$ cat config.mk
export PLATFORM = sky130hd
export DESIGN_NAME = fetch_hazard_ctrl
export DESIGN_NICKNAME = d
export VERILOG_FILES = /design/src/rtl/fetch_hazard_ctrl.sv
export SDC_FILE = /design/constraint.sdc
export NUM_CORES = 1
export LEC_CHECK = 0
export CAP_MARGIN = 5
export CORE_MARGIN = 2
export CORE_UTILIZATION = 30
export CTS_CLUSTER_DIAMETER = 60
export DETAILED_ROUTE_END_ITERATION = 16
export PLACE_DENSITY = 0.88
export SYNTH_ARGS = -nofsm -noshare
export SYNTH_HDL_FRONTEND = slang
export SYNTH_SLANG_ARGS = --single-unit
$ cat constraint.sdc
create_clock -name clk -period 3.85 [get_ports clk]
set_input_delay 0.5775 -clock clk [delete_from_list [all_inputs] [get_ports clk]]
set_output_delay 0.5775 -clock clk [all_outputs]
set_load 0.02 [all_outputs]
$ cat src/rtl/fetch_hazard_ctrl.sv
// fetch_hazard_ctrl: stall/redirect/bubble/forwarding control with a RUN/FREEZE data-memory FSM; HAZARD_PERF_EN adds stall/kill counters
module fetch_hazard_ctrl #(
    parameter int RN_W   = 5,
    parameter int PERF_W = 32
) (
    input  logic              clk,
    input  logic              clrn,
    input  logic [RN_W-1:0]   id_rs,
    input  logic [RN_W-1:0]   id_rt,
    input  logic              id_use_rs,
    input  logic              id_use_rt,
    input  logic [1:0]        pcsource_i,
    input  logic              ex_wreg,
    input  logic              ex_m2reg,
    input  logic [RN_W-1:0]   ex_rn,
    input  logic              mem_wreg,
    input  logic              mem_m2reg,
    input  logic [RN_W-1:0]   mem_rn,
    input  logic              dmem_req,
    input  logic              dmem_ack,
    output logic              stall,
    output logic [1:0]        pcsource_o,
    output logic              if_kill,
    output logic              id_bubble,
    output logic              pipe_hold,
    output logic [1:0]        fwda,
    output logic [1:0]        fwdb,
    output logic [PERF_W-1:0] perf_stall,
    output logic [PERF_W-1:0] perf_kill
);
    typedef enum logic {RUN, FREEZE} state_t;
    state_t state, state_nx;
    logic hold, lu, ex_fa, ex_fb, mem_fa, mem_fb;

    always_ff @(posedge clk)
        state <= clrn ? RUN : state_nx;

    always_comb
        state_nx = (state == FREEZE) ? (dmem_ack ? RUN : FREEZE)
                                     : ((dmem_req && !dmem_ack) ? FREEZE : RUN);

    assign hold   = (state == FREEZE) || (dmem_req && !dmem_ack);
    assign lu     = ex_wreg && ex_m2reg && ex_rn != '0 &&
                    ((id_use_rs && id_rs == ex_rn) || (id_use_rt && id_rt == ex_rn));
    assign ex_fa  = ex_wreg && !ex_m2reg && ex_rn != '0 && ex_rn == id_rs;
    assign ex_fb  = ex_wreg && !ex_m2reg && ex_rn != '0 && ex_rn == id_rt;
    assign mem_fa = mem_wreg && mem_rn != '0 && mem_rn == id_rs;
    assign mem_fb = mem_wreg && mem_rn != '0 && mem_rn == id_rt;

    always_comb begin
        stall      = 1'b0;
        pipe_hold  = 1'b0;
        id_bubble  = 1'b0;
        if_kill    = 1'b0;
        pcsource_o = 2'b00;
        fwda       = 2'b00;
        fwdb       = 2'b00;
        if (!clrn) begin
            stall      = hold || lu;
            pipe_hold  = hold;
            id_bubble  = !hold && lu;
            if_kill    = !hold && !lu && pcsource_i != 2'b00;
            pcsource_o = (!hold && !lu) ? pcsource_i : 2'b00;
            fwda       = ex_fa ? 2'b01 : mem_fa ? {1'b1, mem_m2reg} : 2'b00;
            fwdb       = ex_fb ? 2'b01 : mem_fb ? {1'b1, mem_m2reg} : 2'b00;
        end
    end

`ifdef HAZARD_PERF_EN
    always_ff @(posedge clk) begin
        perf_stall <= clrn ? '0 : perf_stall + PERF_W'(stall);
        perf_kill  <= clrn ? '0 : perf_kill + PERF_W'(if_kill);
    end
`else
    assign perf_stall = '0;
    assign perf_kill  = '0;
`endif
endmodule
# Yosys cells after proc, flatten, opt, wreduce, memory -nomap -nowiden
# Cells that the tools add are included.
# totals
in_bits,32
output_inout_bits,74
register_bits,1
word_cells,48
# op_classes
n_reduce_logical,26
eq_ne,6
mux,15
# ops
operator,n
equality test 5 bit,6
logical AND 1 bit,16
two-way mux 2 bit,8
nonzero test 5 bit,2
two-way mux 1 bit,7
logical NOT 1 bit,4
logical OR 1 bit,3
nonzero test 2 bit,1

# Depth between registers and ports, before layout
# Gate-level depths: netlist of the first run.
# logic_depth
ltp_word,8
mapped_depth,5

# Least setup slack after synthesis of the first run
# No wires, ideal clock.
# synth_path
path_kind,input to output
from,input port ex_rn[3]
to,output port fwdb[0]
path_buffers,0
t_arrival_ps,1911
required_time_ps,3273
path_stages,4
path_slack_ps,1361
path_cell_list,xor2_1 nor4_4 nand2_1 o41ai_1
# synth_between
elab_chain_len,5
# synth_lines
element,line,source
from (decl),15,"input logic [RN_W-1:0] ex_rn,"
nonzero test 5 bit,46,assign ex_fb = ex_wreg && !ex_m2reg && ex_rn != '0 && ex_rn == id_rt;
logical AND 1 bit,46,
logical AND 1 bit *,46,
two-way mux 2 bit *,65,"fwdb = ex_fb ? 2'b01 : mem_fb ? {1'b1, mem_m2reg} : 2'b00;"
two-way mux 2 bit *,58,if (!clrn) begin
to (decl),27,"output logic [1:0] fwdb,"
# Every way passes the cells marked *; elsewhere a longest branch is shown, timed or not.

# Worst setup path in the final report of the first run
# layout_path
from,input port ex_rn[3]
to,output port id_bubble
# layout_between
elab_chain_len,6
# layout_lines
element,line,source
equality test 5 bit,44,((id_use_rs && id_rs == ex_rn) || (id_use_rt && id_rt == ex_rn));
logical AND 1 bit,44,
logical OR 1 bit,44,
logical AND 1 bit *,43,assign lu = ex_wreg && ex_m2reg && ex_rn != '0 &&
logical AND 1 bit *,61,id_bubble = !hold && lu;
two-way mux 1 bit *,58,
to (decl),24,"output logic id_bubble,"
# Marked as above.

==> metrics.md, run 1 <==
| Metric | Value |
|---|---|
| Seq/Total Area, Yosys | `2.19%` |
| Die extent in y | `59.2 um` |
| Final clock period utilization by the worst path | `88.0%` |
| Total power divided by cell area | `135 nW/um^2` |
| Source-to-sink clock delay at the later pin of the worst-skew pair | `0 ns` |
| Worst EP required | `3.27 ns` |
| GR Util met1 | `10.8%` |
| Peak-usage layer in the global routing report | `met2` |
| Total cell area at the placement stage | `1130 um^2` |
| Critical setup path kind | `primary input to output port` |
| Number of diodes | `0` |
| Final critical delay including setup and external delays | `3.39 ns` |
| Worst Setup Start Kind | `primary input` |
| DRT antenna net count | `0` |
| Share of synthesized registers carrying an async set or reset | `0%` |
| Violation count after the first detailed-routing iteration | `12` |
| Prevailing post-synth register cell | `sky130_fd_sc_hd__dfxtp_1` |
| Post-cts sizing count | `0` |
| Cell types occupying the most area after synthesis | `sky130_fd_sc_hd__buf_4 (53%), sky130_fd_sc_hd__xor2_1 (14%), sky130_fd_sc_hd__xnor2_1 (4.8%)` |
| Fill cell instance count of the final layout | `334` |
| Max-cap violations | `0` |
| Global-route congestion overflow total | `0` |
| Number of detailed-route iterations in the first pass | `4` |
| Beginning of the critical path | `ex_rn[3]` |
| Postcts setup bufs | `0` |
| Worst R2R Path Depth | `2` |
| Area of the core | `2980 um^2` |
| Run status | `complete, no violations` |
| Area share of the leading cell type in the synthesized netlist | `52.6%` |
| Cell taking the most area after synthesis | `sky130_fd_sc_hd__buf_4` |
| I/O pin total | `106` |
| Pins Over Slew Limit | `0` |
| Pre-CTS setup slack | `0.425 ns` |
| Effective utilization at floorplan | `30.7%` |
| Proportion of layout cells with a drive suffix above 1 | `1.82%` |
| Number of flops mapped to enable cells by yosys | `0` |
| Largest register by flop count | `state` |
| Initial antenna violation count | `0` |
| Reg2reg setup slack | `3.29 ns` |
| Fmax | `295 MHz` |
| Clock slew at the register clock pins of the worst setup and hold paths | `0 ns` |
| Die outline area | `3500 um^2` |
| Final net count | `199` |
| Avg Vias per Cell | `3.79` |
| Detail Placement HPWL | `1.73 mm` |
| R2r startpoint | `state` |
| Kind of path behind the tightest hold check | `flip-flop to flip-flop` |
| Setup clock skew after layout | `0 ns` |
| Average cell area after synthesis | `7.37 um^2` |
| Largest family of logic cells by synthesized area | `buffers and inverters` |
| Global placer's final weighted congestion | `0.776` |
| DRT Wirelength | `1.81 mm` |
| Total Neg Setup Slack | `0 ns` |
| Final setup margin | `0.463 ns` |
| Final Instance Area | `1130 um^2` |
| Arrival time of data at the critical path endpoint | `2.81 ns` |
| Number of remaining DRC errors | `0` |
| Count leader, synth | `sky130_fd_sc_hd__buf_4` |
| Maximum number of pins on one net before global-route repair | `7` |
| Hold Buf Count CTS | `0` |
| Fraction of the mapped netlist area in compound gates | `6.85%` |
| RSZ-0062 raised after global routing | `false` |
| Post-synthesis register bit count | `1` |
| Leading cell types by count after synthesis | `sky130_fd_sc_hd__buf_4 (64), sky130_fd_sc_hd__xor2_1 (15), sky130_fd_sc_hd__nor2_1 (5), sky130_fd_sc_hd__xnor2_1 (5), sky130_fd_sc_hd__nor3_1 (4)` |
| Largest registers | `state (1)` |
| Kind of capture point of the worst setup path | `output port` |
| Synthesized-area fraction occupied by xor and xnor cells | `19.2%` |
| GRT met2 Usage | `17.9%` |
| Flip-flop count of the largest register after layout | `1` |
| Vias after detailed routing | `751` |
| Lkg Pwr | `0.522 nW` |
| Count of final setup violators | `0` |
| Cell depth of the worst hold path | `2` |
| Hold Violations, Final | `0` |
| Global-route wire length before repair | `2.48 mm` |
| Ys Warns | `0` |
| Area share of fa/ha/maj cells after synthesis | `0%` |
| Peak fanout along the critical path | `3` |
| Die width | `59.2 um` |
| Number of distinct library cell variants in the gate-level netlist after synthesis | `24` |
| Timing endpoint of the critical path | `id_bubble` |
| Simple-gate share of the synthesized area | `17.9%` |
| Fraction of met3 tracks used by global routing | `1.09%` |
| Count of buffers from port buffering | `41` |
| Detail-routed net length per standard cell | `9.12 um` |
| Via count of the first global-routing pass | `550` |
| Mapped Area | `913 um^2` |
| Number of standard cells after synthesis | `124` |
| Worst VDD drop | `0.0434 mV` |
| Number of placement rows | `20` |
| Fraction of synthesized area in multiplexers | `0%` |
| Area Overhead vs Synth | `23.6%` |
| R2r endpoint | `state` |
| Combined global-route utilization of all metal layers | `9.00%` |
==> per-stage QoR <==
step	util (%)	total power (W)	hold WS (ns)	cells
after global placement	37.9	0.000150	0.482	198
after global routing	37.9	0.000164	0.542	198
after floorplan	-	0.000149	0.466	187
after CTS	37.9	0.000152	0.504	198
final	37.9	0.000152	0.496	198
after detailed placement	37.9	0.000151	0.499	198
==> how the worst min path moves through the flow <==
stage                     start    end  slack, ns
after floorplan           state  state       0.47
after global placement    state  state       0.48
after detailed placement  state  state       0.50
after CTS                 state  state       0.50
after global routing      state  state       0.54
final                     state  state       0.50
==> area by class of cell <==
| type | instances | area, um^2 | area share, % |
|---|---|---|---|
| Multi-Input combinational cell | 120 | 642 | 56.9 |
| Tap cell | 33 | 41.3 | 3.66 |
| Sequential cell | 1 | 20.0 | 1.77 |
| Inverter | 2 | 7.51 | 0.665 |
| Timing Repair Buffer | 42 | 418 | 37.0 |
==> worst max-delay path: stages <==
cell and delay [ns]:
sky130_fd_sc_hd__clkdlybuf4s50_1 0.46, sky130_fd_sc_hd__xor2_1 0.21, sky130_fd_sc_hd__nor4_4 0.30, sky130_fd_sc_hd__nand3_1 0.13, sky130_fd_sc_hd__a211oi_1 0.35, sky130_fd_sc_hd__and2_1 0.19
sky130_fd_sc_hd__clkdlybuf4s50_1 0.59
==> cell usage in the layout, fill, tap and decap left out <==
cell,count
sky130_fd_sc_hd__a211o_1,1
sky130_fd_sc_hd__a211oi_1,1
sky130_fd_sc_hd__a21oi_1,2
sky130_fd_sc_hd__and2_1,1
sky130_fd_sc_hd__and3_1,2
sky130_fd_sc_hd__and4b_1,1
sky130_fd_sc_hd__buf_4,1
sky130_fd_sc_hd__clkdlybuf4s50_1,41
sky130_fd_sc_hd__conb_1,64
sky130_fd_sc_hd__dfxtp_1,1
sky130_fd_sc_hd__inv_1,2
sky130_fd_sc_hd__nand2_1,2
sky130_fd_sc_hd__nand3_1,3
sky130_fd_sc_hd__nand4_1,2
sky130_fd_sc_hd__nor2_1,5
sky130_fd_sc_hd__nor2b_1,2
sky130_fd_sc_hd__nor3_1,4
sky130_fd_sc_hd__nor4_1,2
sky130_fd_sc_hd__nor4_4,1
sky130_fd_sc_hd__o21ai_0,2
sky130_fd_sc_hd__o21ai_2,1
sky130_fd_sc_hd__o41ai_1,2
sky130_fd_sc_hd__or4_1,2
sky130_fd_sc_hd__xnor2_1,5
sky130_fd_sc_hd__xor2_1,15
==> logic make-up (layout without fill, tap and decap cells) <==
kind of cell,Yosys count,count (layout)
buf+inv,66,44
xor+xnor,20,20
compound gates,9,9
other cells,1,64
simple gates,27,27
flops,1,1
==> report_power, final <==
| group | total (W) | switching [W] | internal [W] |
|---|---|---|---|
| logic | 0.000141 | 0.0000913 | 0.0000495 |
| registers | 0.0000113 | 0.000000236 | 0.0000111 |
| clock network | 0 | 0 | 0 |
| total | 0.000152 | 0.0000916 | 0.0000606 |
==> layer usage <==
layer	part of all wire, %	up-vias
met5	0	-
met2	51	61
met4	0	0
li1	-	369
met1	38	321
met3	11	0
No activity file was read; power rests on OpenSTA's default activity.
==> run 2, diff against run 1 <==
Settings changed: CTS_CLUSTER_DIAMETER 60 to 150.
==> results of run 2 <==
The final DEF is identical to that of run 1; final timing and power are the same.
